File: config.mk
export PLATFORM = sky130hd
export DESIGN_NAME = shift_rgst
export DESIGN_NICKNAME = d
export VERILOG_FILES = /design/src/rtl/shift_rgst.sv
export SDC_FILE = /design/constraint.sdc
export NUM_CORES = 1
export LEC_CHECK = 0
export ABC_AREA = 1
export ABC_CLOCK_PERIOD_IN_PS = 2800
export CAP_MARGIN = 15
export CORE_UTILIZATION = 49
export DETAILED_ROUTE_END_ITERATION = 8
export PLACE_DENSITY = 0.94
export SETUP_SLACK_MARGIN = 0.15
export SYNTH_ARGS = -nofsm -noshare
export SYNTH_HDL_FRONTEND = slang
export SYNTH_SLANG_ARGS = --single-unit
File: constraint.sdc
create_clock -name clk -period 2.8 [get_ports clk]
set_input_delay 0.56 -clock clk [delete_from_list [all_inputs] [get_ports clk]]
set_output_delay 0.56 -clock clk [all_outputs]
set_load 0.01 [all_outputs]
File: src/rtl/shift_rgst.sv
// shift_rgst: loadable shift register with a multi-cycle shift sequencer.
// A start request latches direction, arithmetic/rotate mode and a step count
// clamped to WIDTH. The sequencer then performs one 1-bit step per clock and
// ends with a single-cycle done pulse.
// Optional feature: define SHIFT_RGST_ROTATE_EN to enable rotate mode (rot input).
module shift_rgst #(
    parameter int WIDTH = 8,
    parameter int CW    = $clog2(WIDTH) + 1
) (
    input  logic             clk,
    input  logic             rst,
    input  logic             clr,
    input  logic             ld,
    input  logic [WIDTH-1:0] d,
    input  logic             start,
    input  logic             dir,
    input  logic             arith,
    input  logic             sin,
    input  logic [CW-1:0]    amt,
    input  logic             rot,
    output logic [WIDTH-1:0] q,
    output logic             sout,
    output logic             busy,
    output logic             done
);

    typedef enum logic [1:0] {IDLE, SHIFT, DONE} state_t;

    state_t           state, state_nxt;
    logic [CW-1:0]    cnt;
    logic [CW-1:0]    eff;
    logic             dir_r, arith_r;
    logic             fill_l, fill_r;
    logic [WIDTH-1:0] step_q;
    logic             step_out;
    logic             accept;

`ifdef SHIFT_RGST_ROTATE_EN
    logic             rot_r;
`else
    // rot has no function in this build; tie it off so no logic hangs on it
    logic             unused_rot;
    assign unused_rot = rot;
`endif

    // New requests are only accepted outside SHIFT; ld wins over start
    assign accept = (state != SHIFT) && !clr && !ld && start;

    // Clamp the requested step count to the register width
    always_comb begin
        eff = (amt > CW'(WIDTH)) ? CW'(WIDTH) : amt;
    end

    // One-bit step of the current register contents using latched modes
    always_comb begin
        fill_l = sin;
        fill_r = arith_r ? q[WIDTH-1] : sin;
`ifdef SHIFT_RGST_ROTATE_EN
        if (rot_r) begin
            fill_l = q[WIDTH-1];
            fill_r = q[0];
        end
`endif
        if (dir_r) begin
            step_q   = {fill_r, q[WIDTH-1:1]};
            step_out = q[0];
        end else begin
            step_q   = {q[WIDTH-2:0], fill_l};
            step_out = q[WIDTH-1];
        end
    end

    // Sequencer state register
    always_ff @(posedge clk or posedge rst) begin
        if (rst) state <= IDLE;
        else     state <= state_nxt;
    end

    // Next-state logic: clr aborts everything, SHIFT runs until cnt reaches 1
    always_comb begin
        state_nxt = IDLE;
        if (!clr) begin
            case (state)
                SHIFT:   state_nxt = (cnt == CW'(1)) ? DONE : SHIFT;
                default: begin
                    if (accept) state_nxt = (eff == '0) ? DONE : SHIFT;
                    else        state_nxt = IDLE;
                end
            endcase
        end
    end

    // Status outputs decoded from the state register
    always_comb begin
        busy = (state == SHIFT);
        done = (state == DONE);
    end

    // Datapath: load, latch shift parameters, step and count down
    always_ff @(posedge clk or posedge rst) begin
        if (rst) begin
            q       <= '0;
            sout    <= 1'b0;
            cnt     <= '0;
            dir_r   <= 1'b0;
            arith_r <= 1'b0;
`ifdef SHIFT_RGST_ROTATE_EN
            rot_r   <= 1'b0;
`endif
        end else if (clr) begin
            q    <= '0;
            sout <= 1'b0;
            cnt  <= '0;
        end else if (state == SHIFT) begin
            q    <= step_q;
            sout <= step_out;
            cnt  <= cnt - CW'(1);
        end else if (ld) begin
            q <= d;
        end else if (start) begin
            dir_r   <= dir;
            arith_r <= arith;
`ifdef SHIFT_RGST_ROTATE_EN
            rot_r   <= rot;
`endif
            cnt     <= eff;
        end
    end

endmodule

Word level (Yosys, flattened, before mapping)
Index checks and enable logic that the tools add are counted.
Storage, ports and cells
  word-level logic and storage cells: 48
  flip-flop bits (word level): 17
  input port bits: 21
  output and inout bits: 11
Operators by class
  order comparisons: 1
  reduce and logical (&&, ||, !) cells: 12
  bitwise logic cells: 3
  equality and inequality tests: 6
  mux-type cells: 18
  add/sub/neg operators: 1
Operators by type and width (count)
  $mux 8: 4
  $mux 4: 5
  $mux 2: 5
  $reduce_bool 3->1: 2
  $eq 4x1->1 const B: 1
  $gt 4x4->1 const B: 1
  $logic_not 4->1: 1
  $mux 1: 4
  $ne 4x4->1 const B: 1
  $reduce_and 2->1: 2
  $reduce_and 4->1: 1
  $sub 4x1->4 const B: 1
  $logic_and 1x1->1: 3
  $ne 3x2->1 const B: 1
  $not 1->1: 3
  $eq 2x1->1 const B: 1
  $eq 2x2->1 const B: 1
  $logic_not 1->1: 2
  $ne 2x1->1 const B: 1
  $reduce_bool 2->1: 1

Depth between registers and ports, before layout
Gate-level depths: netlist (run 1).
  word-level depth: 7
  gate-level depth with buffers: 7
  gate-level depth less buffers: 7

Worst setup path after synthesis (run 1)
Ideal clock, no wire load.
  path type: in2reg
  from: input port ld
  to: register q[1]
  setup slack: 1.622 ns
  arrival time: 1.055 ns
  buffers on the path: 0
  data required time: 2.677 ns
  library setup time: 0.123 ns
  stages on the path: 6
  cells stage by stage: inv_2 nand2_2 nor2_2 inv_4 nor2_1 a21oi_1
Between the ends
  longest elaborated chain between the ends: 1
RTL lines
  start, declared: RTL line 13  | input logic ld,
  $reduce_bool 3->1 (no source line)
  end signal, assigned: RTL line 115  | q <= step_q;
  end, declared: RTL line 21  | output logic [WIDTH-1:0] q,
Every way passes these cells.
A chain may end at the register's enable or synchronous reset.

Final worst setup path (run 1)
  from: register state[1]
  to: output port busy
Between the ends
  longest elaborated chain between the ends: 1
RTL lines
  start, declared: RTL line 29  | state_t state, state_nxt;
  start signal, assigned: RTL line 76  | else state <= state_nxt;
  $eq 2x1->1: RTL line 95  | busy = (state == SHIFT);
  end, declared: RTL line 23  | output logic busy,
Every way passes these cells.

==> run summary, run 1 <==
LOGIC SYNTHESIS
---------------------------------------------------------------------------------------
Register bit total from synthesis                                                    17
Post-Synthesis Cells                                                                154
Mean area per synthesized cell                                               6.873 um^2
Nets in the synthesized netlist                                                     177
Synth Cell Area                                                               1059 um^2
Unique masters post-synth                                                            19
Number of synthesis warnings                                                          0
Portion of the post-synthesis area used by sequential elements                   0.4019

DIE
---------------------------------------------------------------------------------------
Starting Density                                                                 0.5287
Row cnt                                                                              16
Number of top-level pins                                                             32
Die boundary height                                                            48.48 um
Total core area                                                               2002 um^2
Die area                                                                      2350 um^2
Width of the die                                                               48.48 um

PLACED DESIGN
---------------------------------------------------------------------------------------
# placed instances                                                                  209
Dpl cell area                                                                 1376 um^2
IO buf count                                                                         30
Placed wire-length estimate                                                    1.894 mm
Routability congestion estimate                                                  0.8026

OUTCOME
---------------------------------------------------------------------------------------
Status                                                                     complete, no violations

CTS
---------------------------------------------------------------------------------------
Root Driver                                                                    clkbuf_4
Sinks on Clock Net                                                                   17
Clock transition at the registers of the reported paths                         0.10 ns
Total of cells resized after clock tree synthesis                                     0
Cts-stage hold buffer count                                                           0
Maximum number of buffers from clock root to sink                                     2
TritonCTS clock tree                                                              built
Post-CTS repair timing setup buffer count                                             0
Level count of the clock H-tree                                                       1
Clock latency on the worst-skew pair                                            0.29 ns
Number of buffers added by the clock tree synthesis step                              3

CRITICAL PATH
---------------------------------------------------------------------------------------
Worst endpoint required time                                                    2.24 ns
Category of the worst setup path launch point                                 flip-flop
Classification of the worst setup path                                     flip-flop to output port
Crit path capture type                                                      output port
Highest fanout seen on the critical path                                              7
Crit path DAT                                                                   1.56 ns

LAYOUT
---------------------------------------------------------------------------------------
Post-route standard cell area excluding fillers                               1403 um^2
Share of final-layout standard cells stronger than drive strength 1             0.09140
ANT cells                                                                             0
Number of non-filler instances in the completed layout                              213
Final net count                                                                     210
Signed area change from the synthesized netlist to the final layout              32.51%

STA
---------------------------------------------------------------------------------------
Maximum frequency from static timing analysis                                 471.8 MHz
Share of the clock period used by the worst path                                 0.7570
Setup tns final                                                                    0 ns
Number of hold-slack violations in the final timing report                            0
Max Slew Vio Count                                                                    0
Slew at the pin with the worst max-slew slack                                 0.6470 ns
Final period demand of the worst path                                          2.120 ns
Worst Hold Slack                                                              0.4949 ns
Layout Skew                                                                 0.005225 ns
Setup repair after global routing missed its margin                               false
Max transition margin                                                            0.5682
Setup violators final                                                                 0

GRT
---------------------------------------------------------------------------------------
Largest net degree at the start of global routing                                    18
Total global routing overflow                                                         0
First-pass GRT wire length                                                     4.471 mm
Number of global-route vias before repair                                          1078
Antenna violations before repair                                                      0
Global-route usage over all layers                                               0.2431

DRT
---------------------------------------------------------------------------------------
Number of nets still failing antenna checks after routing                             0
DRC Markers                                                                           0
Routed length per placed instance                                              11.65 um
Routed via count                                                                   1096
Amount of wire on met2 after detailed routing                                  1.267 mm
Wire length on met1                                                            1.048 mm
Number of violations reported at the end of detailed-routing iteration 0             23
First-pass detailed-route iteration total                                             5
Average via count per standard cell                                               5.146
Routed length on met3                                                            134 um
Max Used Layer                                                                     met4
Aggregate routed wire length                                                   2.482 mm

PWR
---------------------------------------------------------------------------------------
Lkg Pwr                                                                       0.6618 nW
Overall power consumption                                                      614.2 uW
Power density of the placed cells                                          437.9 nW/um^2
Maximum vdd drop                                                               312.5 uV

RUN
---------------------------------------------------------------------------------------
Count of max-cap constraint violations                                                0

MIN PATH
---------------------------------------------------------------------------------------
Hold WC Path Type                                                          flip-flop to flip-flop

-- synth_stat cells (all sizes together) --
cell / n / area, um^2
nand2: 50 / 197.7
nor2: 23 / 111.4
o21ai: 21 / 108.9
inv: 19 / 73.82
dfrtp: 17 / 425.4
a21oi: 10 / 50.05
nand3: 8 / 40.04
buf: 2 / 16.26
ha: 2 / 25.02
clkinv: 1 / 3.750
nand4: 1 / 6.260
-- layer usage --
| layer | track usage | up-vias |
|---|---|---|
| li1 | - | 548 |
| met1 | 0.2953 | 502 |
| met2 | 0.4366 | 41 |
| met3 | 0.03145 | 5 |
| met4 | 0.09314 | 0 |
| met5 | 0 | - |
-- state kept, by name, summed over array words and instances (netlist names) --
| signal | cells |
|---|---|
| arith_r | 1 |
| cnt | 4 |
| dir_r | 1 |
| q | 8 |
| sout | 1 |
| state | 2 |
-- worst max-delay path, cell delays in order (launching register included) --
cell and delay, ns:
dfrtp_1 0.43, nor2_4 0.25, clkdlybuf4s50_1 0.59
-- placed cells by master, fill, tap and decap left out, drive strengths merged --
| master | n |
|---|---|
| a21oi | 10 |
| clkbuf | 4 |
| clkdlybuf4s50 | 30 |
| clkinv | 1 |
| dfrtp | 17 |
| ha | 2 |
| inv | 19 |
| nand2 | 50 |
| nand3 | 8 |
| nand4 | 1 |
| nor2 | 23 |
| o21ai | 21 |
-- worst paths after layout --
check                          from        to  slack [ns]  cells past startpoint
max                        state[1]      busy        0.68                      2
min                         arith_r   arith_r        0.49                      2
max reg2reg                state[0]    cnt[2]        1.52                      7
min reg2reg                 arith_r   arith_r        0.49                      2
max in group asynchronous       rst      q[1]        1.74                      2
min in group asynchronous       rst  state[1]        0.64                      2
-- area by class of cell --
class	instances	area [um^2]
fillers	179	599.3
multi-input cells	115	539.3
flip-flops and latches	17	425.4
repair buffers	30	300.3
inverters	20	77.57
well taps	27	33.78
clock buffers	4	26.28
-- where the power goes --
group / switching (mW) / total [mW] / internal (mW)
clock: 0.0760 / 0.131 / 0.0555
sequential: 0.0296 / 0.300 / 0.270
combinational: 0.0964 / 0.183 / 0.0863
total: 0.202 / 0.614 / 0.412
-- logic make-up (layout without fill, tap and decap cells) --
logic type,count (synthesis),count (layout),synth area share
adders and majority gates,2,2,0.02364
and+or+nand+nor,82,82,0.3357
buffers and inverters,22,54,0.08864
DFF,17,17,0.4019
AOI/OAI and AO/OA,31,31,0.1501
-- per-stage QoR --
| stage | worst slack, ns | util |
|---|---|---|
| global placement | 0.9438 | 0.6875 |
| detailed placement | 0.9119 | 0.6875 |
| CTS | 0.6900 | 0.7006 |
| global route | 0.6256 | 0.7006 |
| floorplan | 1.622 | - |
| finish | 0.6804 | 0.7006 |
Note: power is estimated with default switching activity, not from simulation.
==> run 2: changes to the inputs <==
--- a/config.mk
+++ b/config.mk
@@ -6,11 +6,11 @@
 export NUM_CORES = 1
 export LEC_CHECK = 0
 export ABC_AREA = 1
-export ABC_CLOCK_PERIOD_IN_PS = 2800
+export ABC_CLOCK_PERIOD_IN_PS = 1900
 export CAP_MARGIN = 15
-export CORE_UTILIZATION = 49
+export CORE_UTILIZATION = 41
 export DETAILED_ROUTE_END_ITERATION = 8
-export PLACE_DENSITY = 0.94
+export PLACE_DENSITY = 0.85
 export SETUP_SLACK_MARGIN = 0.15
 export SYNTH_ARGS = -nofsm -noshare
 export SYNTH_HDL_FRONTEND = slang
==> constraint.sdc (replaced) <==
create_clock -name clk -period 1.9 [get_ports clk]
set_input_delay 0.38 -clock clk [delete_from_list [all_inputs] [get_ports clk]]
set_output_delay 0.38 -clock clk [all_outputs]
set_load 0.01 [all_outputs]
==> run 2 against run 1 <==
Combinational power grew 48%. First-iteration DRC count fell by 8.7%. Wire length fell by 1.3%. Setup slack got worse by 0.42 ns. Critical path depth down 1. Via count down 1.7%. Critical endpoint is now q[7]. Largest cell class unchanged.
==> run summary, run 2 (same netlist as run 1, synthesis figures left out) <==
PLACED DESIGN
---------------------------------------------------------------------------------------
Routability congestion estimate                                                  0.8411   was 0.8026
IO buf count                                                                         30   unchanged
Placed wire-length estimate                                                    1.901 mm   was 1.894 mm
Worst-case setup slack after placement                                        0.1685 ns   was 0.9119 ns

LAYOUT
---------------------------------------------------------------------------------------
Share of final-layout standard cells stronger than drive strength 1              0.1011   was 0.09140
Most frequent cells in the layout                                          nand2_1 (46), clkdlybuf4s50_1 (28), nor2_1 (19)   was nand2_1 (46), clkdlybuf4s50_1 (30), nor2_1 (19)
Final net count                                                                     212   was 210
Area occupied by multi-input gates                                           539.3 um^2   unchanged
Signed area change from the synthesized netlist to the final layout              34.40%   was 32.51%
Flip-flop and latch area                                                     425.4 um^2   unchanged
ANT cells                                                                             0   unchanged
Leading cell type in the layout, fill and taps excluded                         nand2_1   unchanged
Largest registers                                                          q x8, cnt x4, state x2   unchanged
Register name with the most flops                                                     q   unchanged
Max FFs per register                                                                  8   unchanged
Filler cell count                                                                   230   was 179

DRT
---------------------------------------------------------------------------------------
First-pass detailed-route iteration total                                             4   was 5
Number of violations reported at the end of detailed-routing iteration 0             21   was 23
Routed length per placed instance                                              11.24 um   was 11.65 um
Average via count per standard cell                                               4.940   was 5.146
DRC Markers                                                                           0   unchanged
Aggregate routed wire length                                                   2.450 mm   was 2.482 mm
Number of nets still failing antenna checks after routing                             0   unchanged
Routed via count                                                                   1077   was 1096

STA
---------------------------------------------------------------------------------------
Share of the clock period used by the worst path                                 0.8645
Max transition margin                                                            0.5674   was 0.5682
Slew at the pin with the worst max-slew slack                                 0.6482 ns   was 0.6470 ns
Number of hold-slack violations in the final timing report                            0   unchanged
Final period demand of the worst path                                          1.642 ns
Max Slew Vio Count                                                                    0   unchanged
Setup repair after global routing missed its margin                               false   unchanged
Setup tns final                                                                    0 ns   unchanged
Maximum frequency from static timing analysis                                 608.8 MHz
Worst Hold Slack                                                              0.4741 ns   was 0.4949 ns
Layout Skew                                                                 0.003390 ns   was 0.005225 ns
Least setup slack across all paths after layout                               0.2575 ns   was 0.6804 ns
Setup violators final                                                                 0   unchanged

CTS
---------------------------------------------------------------------------------------
Level count of the clock H-tree                                                       1   unchanged
Clock transition at the registers of the reported paths                         0.10 ns   about the same
Maximum number of buffers from clock root to sink                                     2   unchanged
Clock latency on the worst-skew pair                                            0.29 ns   about the same
Cts-stage hold buffer count                                                           0   unchanged
Root Driver                                                                    clkbuf_4   unchanged
Number of buffers added by the clock tree synthesis step                              3   unchanged
TritonCTS clock tree                                                              built   unchanged
Sinks on Clock Net                                                                   17   unchanged

GRT
---------------------------------------------------------------------------------------
First-pass GRT wire length                                                     3.995 mm   was 4.471 mm
Total global routing overflow                                                         0   unchanged
Antenna violations before repair                                                      0   unchanged
Number of global-route vias before repair                                          1001   was 1078
Global-route usage over all layers                                               0.2008   was 0.2431
Largest net degree at the start of global routing                                    18   unchanged

CRITICAL PATH
---------------------------------------------------------------------------------------
Crit path DAT                                                                   1.26 ns   was 1.56 ns
Largest stage delay on the critical path                                        0.56 ns   was 0.59 ns
Classification of the worst setup path                                     flip-flop to output port   unchanged
Category of the worst setup path launch point                                 flip-flop   unchanged
Highest fanout seen on the critical path                                              4   was 7
Worst endpoint required time                                                    1.52 ns   was 2.24 ns
Worst-path cell chain                                                      clkdlybuf4s50_1   was nor2_4 > clkdlybuf4s50_1
Library cell contributing the largest single delay on the critical path    clkdlybuf4s50_1   unchanged
Gate family responsible for the most delay along the worst path            buffers and inverters   unchanged
Crit path buf inv count                                                               1   unchanged
Crit path capture type                                                      output port   unchanged

DIE
---------------------------------------------------------------------------------------
Number of top-level pins                                                             32   unchanged
Die area                                                                      2789 um^2   was 2350 um^2
Total core area                                                               2455 um^2   was 2002 um^2
Row cnt                                                                              18   was 16
Starting Density                                                                 0.4312   was 0.5287
Die boundary height                                                            52.81 um   was 48.48 um
Width of the die                                                               52.81 um   was 48.48 um

RUN
---------------------------------------------------------------------------------------
Count of max-cap constraint violations                                                0   unchanged

PWR
---------------------------------------------------------------------------------------
Lkg Pwr                                                                       0.6912 nW   was 0.6618 nW
Power density of the placed cells                                          639.9 nW/um^2   was 437.9 nW/um^2
Maximum vdd drop                                                               429.0 uV   was 312.5 uV

MIN PATH
---------------------------------------------------------------------------------------
Hold WC Path Type                                                          primary input to asynchronous set/reset pin   was flip-flop to flip-flop

OUTCOME
---------------------------------------------------------------------------------------
Status                                                                     complete, no violations   unchanged

[run 2: final timing paths]
path | from | to | slack (ns) | cells past startpoint
min | rst | q[6] | 0.47 | 2
max in group asynchronous | rst | q[2] | 1.01 | 2
max | q[7] | q[7] | 0.26 | 1
min in group clk | sout | sout | 0.50 | 2
min reg2reg | sout | sout | 0.50 | 2
max reg2reg | state[0] | cnt[2] | 0.52 | 8
[run 2: final cells by class]
| cell class | count | area share |
|---|---|---|
| Clock buffer | 4 | 0.01847 |
| Inverter | 20 | 0.05453 |
| Multi-Input combinational cell | 115 | 0.3791 |
| Sequential cell | 17 | 0.2990 |
| Tap cell | 30 | 0.02639 |
| Timing Repair Buffer | 32 | 0.2225 |
[run 2: layer usage]
metal / global-route usage / wire length [um] / vias up / part of all wire
li1: - / - / 553 / -
met1: 0.2358 / 1099 / 502 / 0.45
met2: 0.3439 / 1258 / 18 / 0.51
met3: 0.02319 / 52 / 4 / 0.021
met4: 0.1228 / 40 / 0 / 0.016
met5: 0 / 0 / - / 0
[run 2: timing repair]
action	in CTS	in global routing
setup buffers	1	1
gates resized for setup	1	1
pin swaps	1	0
cloned	0	0
endpoints found under the setup margin	2	1
[run 2: power breakdown]
group	internal (mW)	total, mW	switching (mW)	leakage, nW
Combinational	0.130	0.270	0.140	0.457
Clock	0.0817	0.199	0.117	0.0150
Sequential	0.399	0.442	0.0434	0.219
[run 2: through the flow]
stage                     utilization  cell area (um^2)  total power [mW]  std cells
after global placement         0.5622              1380            0.7033        212
after global routing           0.5795              1423            0.9723        218
after detailed placement       0.5622              1380            0.7139        212
after CTS                      0.5754              1413            0.9154        217
after floorplan                     -              1059            0.5980        154
final                          0.5795              1423            0.9103        218
